## config.mk

```make
export PLATFORM = sky130hd
export DESIGN_NAME = voice_allocator
export DESIGN_NICKNAME = d
export VERILOG_FILES = /design/src/rtl/music_pkg.sv /design/src/rtl/voice_picker.sv /design/src/rtl/voice_allocator.sv
export SDC_FILE = /design/constraint.sdc
export NUM_CORES = 1
export LEC_CHECK = 0
export BUFFER_PORTS_ARGS = -buffer_cell sky130_fd_sc_hd__buf_2
export CAP_MARGIN = 20
export CORE_MARGIN = 2
export CORE_UTILIZATION = 45
export DETAILED_ROUTE_END_ITERATION = 10
export PLACE_DENSITY = 0.84
export SLEW_MARGIN = 25
export SYNTH_ARGS = -nofsm -noshare
export SYNTH_HDL_FRONTEND = slang
export SYNTH_SLANG_ARGS = --single-unit
```

## constraint.sdc

```tcl
create_clock -name clk -period 3.2 [get_ports clk]
set_clock_uncertainty 0.05 [all_clocks]
set_input_delay 0.16 -clock clk [delete_from_list [all_inputs] [get_ports clk]]
set_output_delay 0.16 -clock clk [all_outputs]
set_load 0.05 [all_outputs]
```

## src/rtl/music_pkg.sv

```systemverilog
// Shared widths and constants for the song-playback blocks.
package music_pkg;

    localparam int NOTE_W             = 6;
    localparam int DUR_W              = 6;
    localparam int DEFAULT_NUM_VOICES = 4;

    localparam logic [NOTE_W-1:0] REST_NOTE = '0;

    typedef enum logic [1:0] {
        ACT_NONE,
        ACT_REST,
        ACT_LOAD,
        ACT_DROP
    } note_action_e;

endpackage

```

## src/rtl/voice_picker.sv

```systemverilog
// Round-robin free-voice search: first idle voice at or after 'start', wrapping.
module voice_picker
    import music_pkg::*;
#(
    parameter int NUM_VOICES = DEFAULT_NUM_VOICES,
    parameter int IDX_W      = $clog2(NUM_VOICES)
) (
    input  logic [NUM_VOICES-1:0] busy,
    input  logic [IDX_W-1:0]      start,
    output logic                  found,
    output logic [IDX_W-1:0]      index
);

    int               pos;
    logic [IDX_W-1:0] pos_idx;

    // Walk from the farthest offset back to the nearest so the nearest free voice wins.
    always_comb begin
        found   = 1'b0;
        index   = '0;
        pos     = 0;
        pos_idx = '0;
        for (int k = NUM_VOICES - 1; k >= 0; k--) begin
            pos     = (int'(start) + k) % NUM_VOICES;
            pos_idx = IDX_W'(pos);
            if (!busy[pos_idx]) begin
                found = 1'b1;
                index = pos_idx;
            end
        end
    end

endmodule

```

## src/rtl/voice_allocator.sv

```systemverilog
// Assigns incoming notes to free note-player voices in round-robin order.
// Define VOICE_STEAL_EN to reload the oldest voice when every voice is busy.
module voice_allocator
    import music_pkg::*;
#(
    parameter int NUM_VOICES = DEFAULT_NUM_VOICES,
    parameter int SEQ_W      = 8
) (
    input  logic                  clk,
    input  logic                  reset,
    input  logic                  play,
    input  logic                  new_note,
    input  logic [NOTE_W-1:0]     note,
    input  logic [DUR_W-1:0]      duration,
    input  logic [NUM_VOICES-1:0] voice_done,
    output logic [NUM_VOICES-1:0] load_voice,
    output logic [NOTE_W-1:0]     voice_note,
    output logic [DUR_W-1:0]      voice_duration,
    output logic [NUM_VOICES-1:0] voice_busy,
    output logic                  note_accepted,
    output logic                  note_dropped
);

    localparam int               IDX_W    = $clog2(NUM_VOICES);
    localparam logic [IDX_W-1:0] LAST_IDX = IDX_W'(NUM_VOICES - 1);

    logic [SEQ_W-1:0]      seq;
    logic [SEQ_W-1:0]      stamp [NUM_VOICES];
    logic [IDX_W-1:0]      last_alloc;

    logic [NUM_VOICES-1:0] avail_busy;
    logic [IDX_W-1:0]      start_idx;
    logic                  free_found;
    logic [IDX_W-1:0]      free_idx;
    logic [IDX_W-1:0]      oldest_idx;
    logic [SEQ_W-1:0]      oldest_age;
    logic [SEQ_W-1:0]      age;
    logic [IDX_W-1:0]      target_idx;
    logic [NUM_VOICES-1:0] target_onehot;
    note_action_e          action;

    // A voice finishing this cycle is already free for a note arriving this cycle.
    assign avail_busy = voice_busy & ~voice_done;
    assign start_idx  = (last_alloc == LAST_IDX) ? '0 : last_alloc + 1'b1;

    voice_picker #(
        .NUM_VOICES (NUM_VOICES),
        .IDX_W      (IDX_W)
    ) u_picker (
        .busy  (avail_busy),
        .start (start_idx),
        .found (free_found),
        .index (free_idx)
    );

    // Age is the modular distance back to the stamp; strict '>' keeps ties on the lowest index.
    always_comb begin
        oldest_idx = '0;
        oldest_age = '0;
        age        = '0;
        for (int i = 0; i < NUM_VOICES; i++) begin
            age = seq - stamp[i];
            if (age > oldest_age) begin
                oldest_age = age;
                oldest_idx = IDX_W'(i);
            end
        end
    end

    always_comb begin
        action     = ACT_NONE;
        target_idx = free_idx;
        if (new_note) begin
            if (!play) begin
                action = ACT_DROP;
            end else if (note == REST_NOTE) begin
                action = ACT_REST;
            end else if (free_found) begin
                action = ACT_LOAD;
            end else begin
`ifdef VOICE_STEAL_EN
                action     = ACT_LOAD;
                target_idx = oldest_idx;
`else
                action     = ACT_DROP;
`endif
            end
        end
    end

`ifndef VOICE_STEAL_EN
    logic unused_oldest;
    assign unused_oldest = ^oldest_idx;
`endif

    assign target_onehot = {{(NUM_VOICES-1){1'b0}}, 1'b1} << target_idx;

    always_ff @(posedge clk or negedge reset) begin
        if (!reset) begin
            load_voice     <= '0;
            voice_note     <= '0;
            voice_duration <= '0;
            voice_busy     <= '0;
            note_accepted  <= 1'b0;
            note_dropped   <= 1'b0;
            seq            <= '0;
            last_alloc     <= LAST_IDX;
            for (int i = 0; i < NUM_VOICES; i++) begin
                stamp[i] <= '0;
            end
        end else begin
            load_voice    <= '0;
            note_accepted <= (action == ACT_REST) || (action == ACT_LOAD);
            note_dropped  <= (action == ACT_DROP);
            voice_busy    <= avail_busy;
            if (action == ACT_LOAD) begin
                load_voice        <= target_onehot;
                voice_busy        <= avail_busy | target_onehot;
                voice_note        <= note;
                voice_duration    <= duration;
                stamp[target_idx] <= seq;
                seq               <= seq + 1'b1;
                last_alloc        <= target_idx;
            end
        end
    end

endmodule

```

==> impl_metrics.json, run 1 <==
{
  "critPathCaptureType": "register",
  "grt_pass1_wl_mm": 3.35,
  "synth.most_common_cell": "dfrtp_1",
  "grt_setup_unrepaired": "no",
  "cp_cell_sequence": "nor2b_4 > nand2_4 > or3_4 > a31oi_4 > inv_2 > ha_1 > o2111ai_1 > o21ai_0",
  "fill_cells": 207,
  "diodes": 0,
  "start_util": 0.466,
  "finalMaxSlewViolations": 0,
  "ir_drop_v": 0.000625,
  "critPathKind": "reg -> reg",
  "synth_seq_cells": 24,
  "cts_setup_buffers": 0,
  "netlist_area_um2": 1120,
  "drive_gt1_frac": 0.526,
  "clockBufferDepth": 2,
  "cp.required_ps": 3370,
  "startpoint_type": "register",
  "min-delay-path-class": "in -> reg",
  "place_hpwl_mm": 1.63,
  "synth_ff_type": "dfrtp_1",
  "clock_sinks": 24,
  "ys_types": 33,
  "drt_first_iter_violations": 5,
  "ys_async_sr_fraction": 1.00,
  "drc": 0,
  "syn_inst": 90,
  "max-cap-violations": 0,
  "area_delta_synth_final_pct": 25.9,
  "fin_setup_tns_ps": 0,
  "synth_top_area_share": 0.490,
  "pin_count": 42,
  "synth_top_area_cell": "dfrtp_1",
  "leakagePower_nw": 0.704,
  "multi_input_area_um2": 488,
  "die_w_um": 54.0,
  "die_h_um": 54.0,
  "first_pass_iters": 4,
  "critPathMaxStageDelay_ps": 420,
  "fin_nets": 158,
  "detail-route-antenna-nets": 0,
  "drt-total-wl_mm": 2.09,
  "status": "complete, no violations",
  "instances_no_fill": 163,
  "viasPerCell": 5.14,
  "crit_fanout": 16,
  "fp-row-count": 18,
  "grt_overflow": 0,
  "worst_ep_arrival_time_ps": 2460,
  "gp_congestion": 0.851,
  "cts_resized": 0,
  "wl_per_cell_um": 12.8,
  "synth_edf_count": 0,
  "antenna_found_initial": 0,
  "coreArea_um2": 2410,
  "setup_viol": 0,
  "worstMarginPinSlew_ps": 639,
  "grt_start_max_net_pins": 25,
  "slew_headroom": 0.574,
  "grt_usage": 0.157,
  "period_needed_ps": 2300,
  "io_buffers": 41,
  "syn-num-nets": 114,
  "cts-root-buf": "clkbuf_4",
  "avgSynthCellArea_um2": 12.5,
  "place_inst": 158,
  "cts_tree": "done",
  "synth_commonest_cells": "22 x dfrtp_1, 13 x mux2_2",
  "cpMaxStageDelayCell": "ha_1",
  "dr_total_vias": 838,
  "grt_pass1_vias": 810,
  "max_freq_mhz": 436,
  "yosys-top-cells-area": "dfrtp_1 49%, mux2_2 13%, dfstp_2 4.7%",
  "dieArea_um2": 2910,
  "seq_area_frac_synth": 0.537,
  "yosys_warnings": 0,
  "path_clk_slew_ps": 140,
  "fin_crit_sh": 0.717,
  "insertion_delay_ps": 300,
  "finalHoldViolations": 0,
  "power_density_nw_per_um2": 902,
  "cts_buffers": 3,
  "ff_latch_area_um2": 603,
  "h-tree-depth": 1
}
-- layer usage --
metal | up-vias | GRT usage | wire length [um]
met5 | - | 0 | 0
met1 | 392 | 0.206 | 909
met2 | 39 | 0.270 | 1040
met4 | 0 | 0.0500 | 0
met3 | 0 | 0.0167 | 140
li1 | 407 | - | -
-- metrics by stage --
step / power [mW] / hold slack, ps / worst slack [ps] / cell area (um2) / util
3_3_place_gp: 1.04 / 99.5 / 968 / 1350 / 0.561
3_5_place_dp: 1.06 / 119 / 918 / 1350 / 0.561
2_1_floorplan: 0.923 / -186 / 580 / 1120 / -
5_1_grt: 1.35 / 8.70 / 754 / 1420 / 0.587
4_1_cts: 1.28 / 6.06 / 904 / 1420 / 0.587
6_report: 1.28 / 21.8 / 905 / 1420 / 0.587
-- cell usage in the layout (no fill, tap or decap), types with 2 or more instances in the layout --
master     n
nand2b_1   2
dfstp_2    2
ha_1       4
o21ai_0    4
nand2_1    4
buf_2     41
a21oi_1    3
nor2b_4    2
clkbuf_4   3
inv_1      4
dfrtp_1   22
nand3_1    2
nor2_1     4
mux2_2    13
and3_1     2
o21ai_1    2
-- cell type report --
| class | count | share of cell area |
|---|---|---|
| inverters | 5 | 0.0133 |
| well taps | 30 | 0.0265 |
| clock buffers | 3 | 0.0159 |
| clock inverters | 1 | 0.0212 |
| repair buffers | 42 | 0.152 |
| flip-flops and latches | 24 | 0.426 |
| multi-input cells | 58 | 0.345 |
-- where the power goes --
part	total (mW)	internal, mW	switching [mW]
Sequential	0.417	0.385	0.0318
Clock	0.216	0.126	0.0899
Combinational	0.643	0.199	0.444
-- state kept, by name (all words and copies together) (netlist names) --
name / count
last_alloc: 2
load_voice: 4
note_accepted: 1
note_dropped: 1
voice_busy: 4
voice_duration: 6
voice_note: 6
-- repair_timing --
| action | 4_1_cts | 5_1_grt |
|---|---|---|
| hold endpoints to repair | 22 | 0 |
| hold buffers | 1 | 0 |
| setup endpoints to repair | 0 | 0 |
-- logic make-up after synthesis --
kind of cell               share of synthesized area
and+or+nand+nor                                0.121
adders and majority gates                     0.0445
AOI/OAI and AO/OA                              0.138
buffers and inverters                         0.0289
DFF                                            0.537
muxes                                          0.130
-- final timing paths --
| kind | start | to | slack, ps | cells past startpoint |
|---|---|---|---|---|
| worst max-delay path | voice_busy[3] | last_alloc[0] | 900 | 8 |
| worst min-delay path | duration[3] | voice_duration[3] | 20 | 2 |
| worst max register to register | voice_busy[3] | last_alloc[0] | 900 | 8 |
| worst min register to register | voice_note[5] | voice_note[5] | 470 | 1 |
| max in group asynchronous | reset | last_alloc[1] | 2440 | 2 |
| min in group asynchronous | reset | voice_note[5] | 290 | 2 |
-- critical path: cells and delay by family (launching register included) --
| family | cells | cell delay (ps) |
|---|---|---|
| flip-flops | 1 | 360 |
| AO/OA/AOI/OAI | 3 | 580 |
| AND/OR/NAND/NOR | 3 | 750 |
| adder cells (fa/ha/maj) | 1 | 420 |
| buffers and inverters | 1 | 50 |
Note: power is estimated with default switching activity, not from simulation.
==> run 2, diff against run 1 <==
--- a/config.mk
+++ b/config.mk
@@ -5,10 +5,11 @@
 export SDC_FILE = /design/constraint.sdc
 export NUM_CORES = 1
 export LEC_CHECK = 0
+export ABC_AREA = 1
 export BUFFER_PORTS_ARGS = -buffer_cell sky130_fd_sc_hd__buf_2
 export CAP_MARGIN = 20
 export CORE_MARGIN = 2
-export CORE_UTILIZATION = 45
+export CORE_UTILIZATION = 44
 export DETAILED_ROUTE_END_ITERATION = 10
 export PLACE_DENSITY = 0.84
 export SLEW_MARGIN = 25
==> constraint.sdc (replaced) <==
create_clock -name clk -period 2 [get_ports clk]
set_clock_uncertainty 0.05 [all_clocks]
set_input_delay 0.1 -clock clk [delete_from_list [all_inputs] [get_ports clk]]
set_output_delay 0.1 -clock clk [all_outputs]
set_load 0.05 [all_outputs]
==> run 2 against run 1 <==
The flow now finishes with violations (negative setup slack); register-to-register slack got worse by 930 ps; clock power increased by 60%; area after synthesis increased by 9.0%; sequential power increased by 59%; non-clock buffer count increased by 26; largest cell class unchanged.
==> impl_metrics.json, run 2 <==
{
  "status": "finished with violations",
  "violations": "negative setup slack",
  "cp.required_ps": 2170,
  "max-cap-violations": 0,
  "regToRegEndpoint": "voice_busy[3]",
  "fin_nets": 248,
  "rr_startpoint": "last_alloc[0]",
  "period_needed_ps": 2030,
  "grt_overflow": 0,
  "drc": 0,
  "antenna_found_initial": 0,
  "setup_viol": 21,
  "clkPwrFrac": 0.122,
  "coreArea_um2": 2710,
  "die_h_um": 56.8,
  "ir_drop_v": 0.000999,
  "h-tree-depth": 1,
  "startpoint_type": "register",
  "min-delay-path-class": "in -> reg",
  "worst_ep_arrival_time_ps": 2200,
  "finalHoldViolations": 0,
  "synth_seq_cells": 24,
  "crit_start": "last_alloc[0]",
  "synth.most_common_cell": "nand2_1",
  "p_comb_frac": 0.645,
  "start_util": 0.452,
  "pin_count": 42,
  "reg_top3": "voice_duration (6), voice_note (6)",
  "area_delta_synth_final_pct": 47.7,
  "path_clk_slew_ps": 130,
  "synth_commonest_cells": "70 x nand2_1, 22 x dfrtp_1, 13 x inv_1",
  "ys_types": 21,
  "clock_sinks": 24,
  "seq_power_share": 0.233,
  "internal-power_mw": 1.45,
  "cts_buffers": 3,
  "detail-route-antenna-nets": 0,
  "holdPathStages": 4,
  "switching_share": 0.490,
  "viasPerCell": 4.69,
  "hold_end": "voice_busy[2]",
  "drt-total-wl_mm": 2.87,
  "layout_common_cells": "67 x nand2_1, 41 x buf_2, 18 x dfrtp_1, 13 x nand2_2, 13 x dlygate4sd3_1",
  "diodes": 0,
  "place_hpwl_mm": 1.98,
  "synth_ff_type": "dfrtp_1",
  "grt_setup_unrepaired": "yes",
  "post-place-ws_ps": -60.9,
  "yosys-top-cells-area": "dfrtp_1 45%, nand2_1 21%, nand2_2 5.1%",
  "synth_edf_count": 0,
  "fp-row-count": 19,
  "leakagePower_nw": 1.02,
  "yosys_warnings": 0,
  "die_w_um": 56.8,
  "cts-root-buf": "clkbuf_4",
  "drive_gt1_frac": 0.435,
  "drt_first_iter_violations": 26,
  "worstMarginPinSlew_ps": 520,
  "slew_headroom": 0.654,
  "grt_pass1_wl_mm": 4.71,
  "fill_cells": 214,
  "fin_crit_sh": 1.02,
  "hold_slack_ps": 38.0,
  "dieArea_um2": 3220,
  "insertion_delay_ps": 320,
  "avgSynthCellArea_um2": 7.95,
  "synth_top_area_cell": "dfrtp_1",
  "finalMaxSlewViolations": 0,
  "syn_inst": 154,
  "fin_ws_ps": -30.0,
  "ys_async_sr_fraction": 1.00,
  "synth_top_area_share": 0.449,
  "wl_per_cell_um": 11.3,
  "netlist_area_um2": 1220,
  "power_switching_mw": 1.39,
  "grt_start_max_net_pins": 25,
  "critPathKind": "reg -> reg",
  "rrSetupSlack_ps": -30,
  "syn-num-nets": 178,
  "crit_fanout": 6,
  "hp-start": "voice_done[2]",
  "clockBufferDepth": 2,
  "max_freq_mhz": 493,
  "power_density_nw_per_um2": 1570,
  "dr_total_vias": 1191,
  "reg2regPathDepth": 12,
  "seq_area_frac_synth": 0.492,
  "grt_usage": 0.191,
  "gp_congestion": 0.924,
  "io_buffers": 41,
  "layout_commonest_cell": "nand2_1",
  "critPathCaptureType": "register",
  "cts_tree": "done",
  "first_pass_iters": 4,
  "grt_pass1_vias": 1088
}
[run 2: cell families after synthesis]
family                   share of synthesized area
AND/OR/NAND/NOR                              0.381
flip-flops                                   0.492
buffers and inverters                       0.0582
AO/OA/AOI/OAI                               0.0276
adder cells (fa/ha/maj)                     0.0409
[run 2: area by class of cell]
class	instances	area [um2]	area share
inverters	16	65.1	0.0360
flip-flops and latches	24	608	0.336
clock buffers	3	22.5	0.0124
well taps	31	38.8	0.0214
repair buffers	68	448	0.248
clock inverters	1	30.0	0.0166
multi-input cells	111	597	0.330
[run 2: power groups by stage]
stage	clock, mW	combinational, mW	sequential, mW
after floorplan	0	1.01	0.941
after global placement	0	1.68	0.670
after detailed placement	0	1.71	0.672
after CTS	0.356	1.78	0.662
after global routing	0.381	2.01	0.674
final	0.346	1.84	0.662
[run 2: repair_timing]
action                                 in CTS  in global routing
pin swaps                                   1                  7
gates resized for setup                     8                  5
buffers inserted                            1                  2
hold buffers                               13                  0
setup endpoints to repair                  22                 22
gates cloned                                0                  0
endpoints found under the hold margin      34                  0
[run 2: routing by layer]
layer  wire [um]  track usage
met1        1240        0.225
met2        1430        0.342
met3         169       0.0415
met4          33       0.0598
met5           0            0
[run 2: stage by stage]
stage / power [mW] / cells / area, um2 / setup TNS, ps / util
after floorplan: 1.95 / 154 / 1280 / -1170 / -
after global placement: 2.35 / 234 / 1560 / -50.7 / 0.577
after detailed placement: 2.38 / 234 / 1560 / -1030 / 0.577
after CTS: 2.79 / 252 / 1780 / 0 / 0.657
after global routing: 3.06 / 254 / 1810 / -2670 / 0.668
final: 2.84 / 254 / 1810 / -395 / 0.668
[run 2: how the worst max path moves through the flow]
stage | end | slack, ps
final | voice_busy[3] | -30
after global placement | voice_busy[0] | -10
after global routing | voice_busy[2] | -140
after floorplan | voice_note[1] | -110
after detailed placement | voice_busy[2] | -60
after CTS | last_alloc[0] | 2
[run 2: worst max-delay path, stage by stage, from the launching register on]
cell	delay [ps]
dfstp_2	590
ha_4	160
nor2_4	50
nand2_1	70
nand2_2	70
nor2_2	110
nand4_1	100
a31oi_2	230
inv_2	80
ha_4	180
buf_6	120
nand3_1	80
nand2_1	50
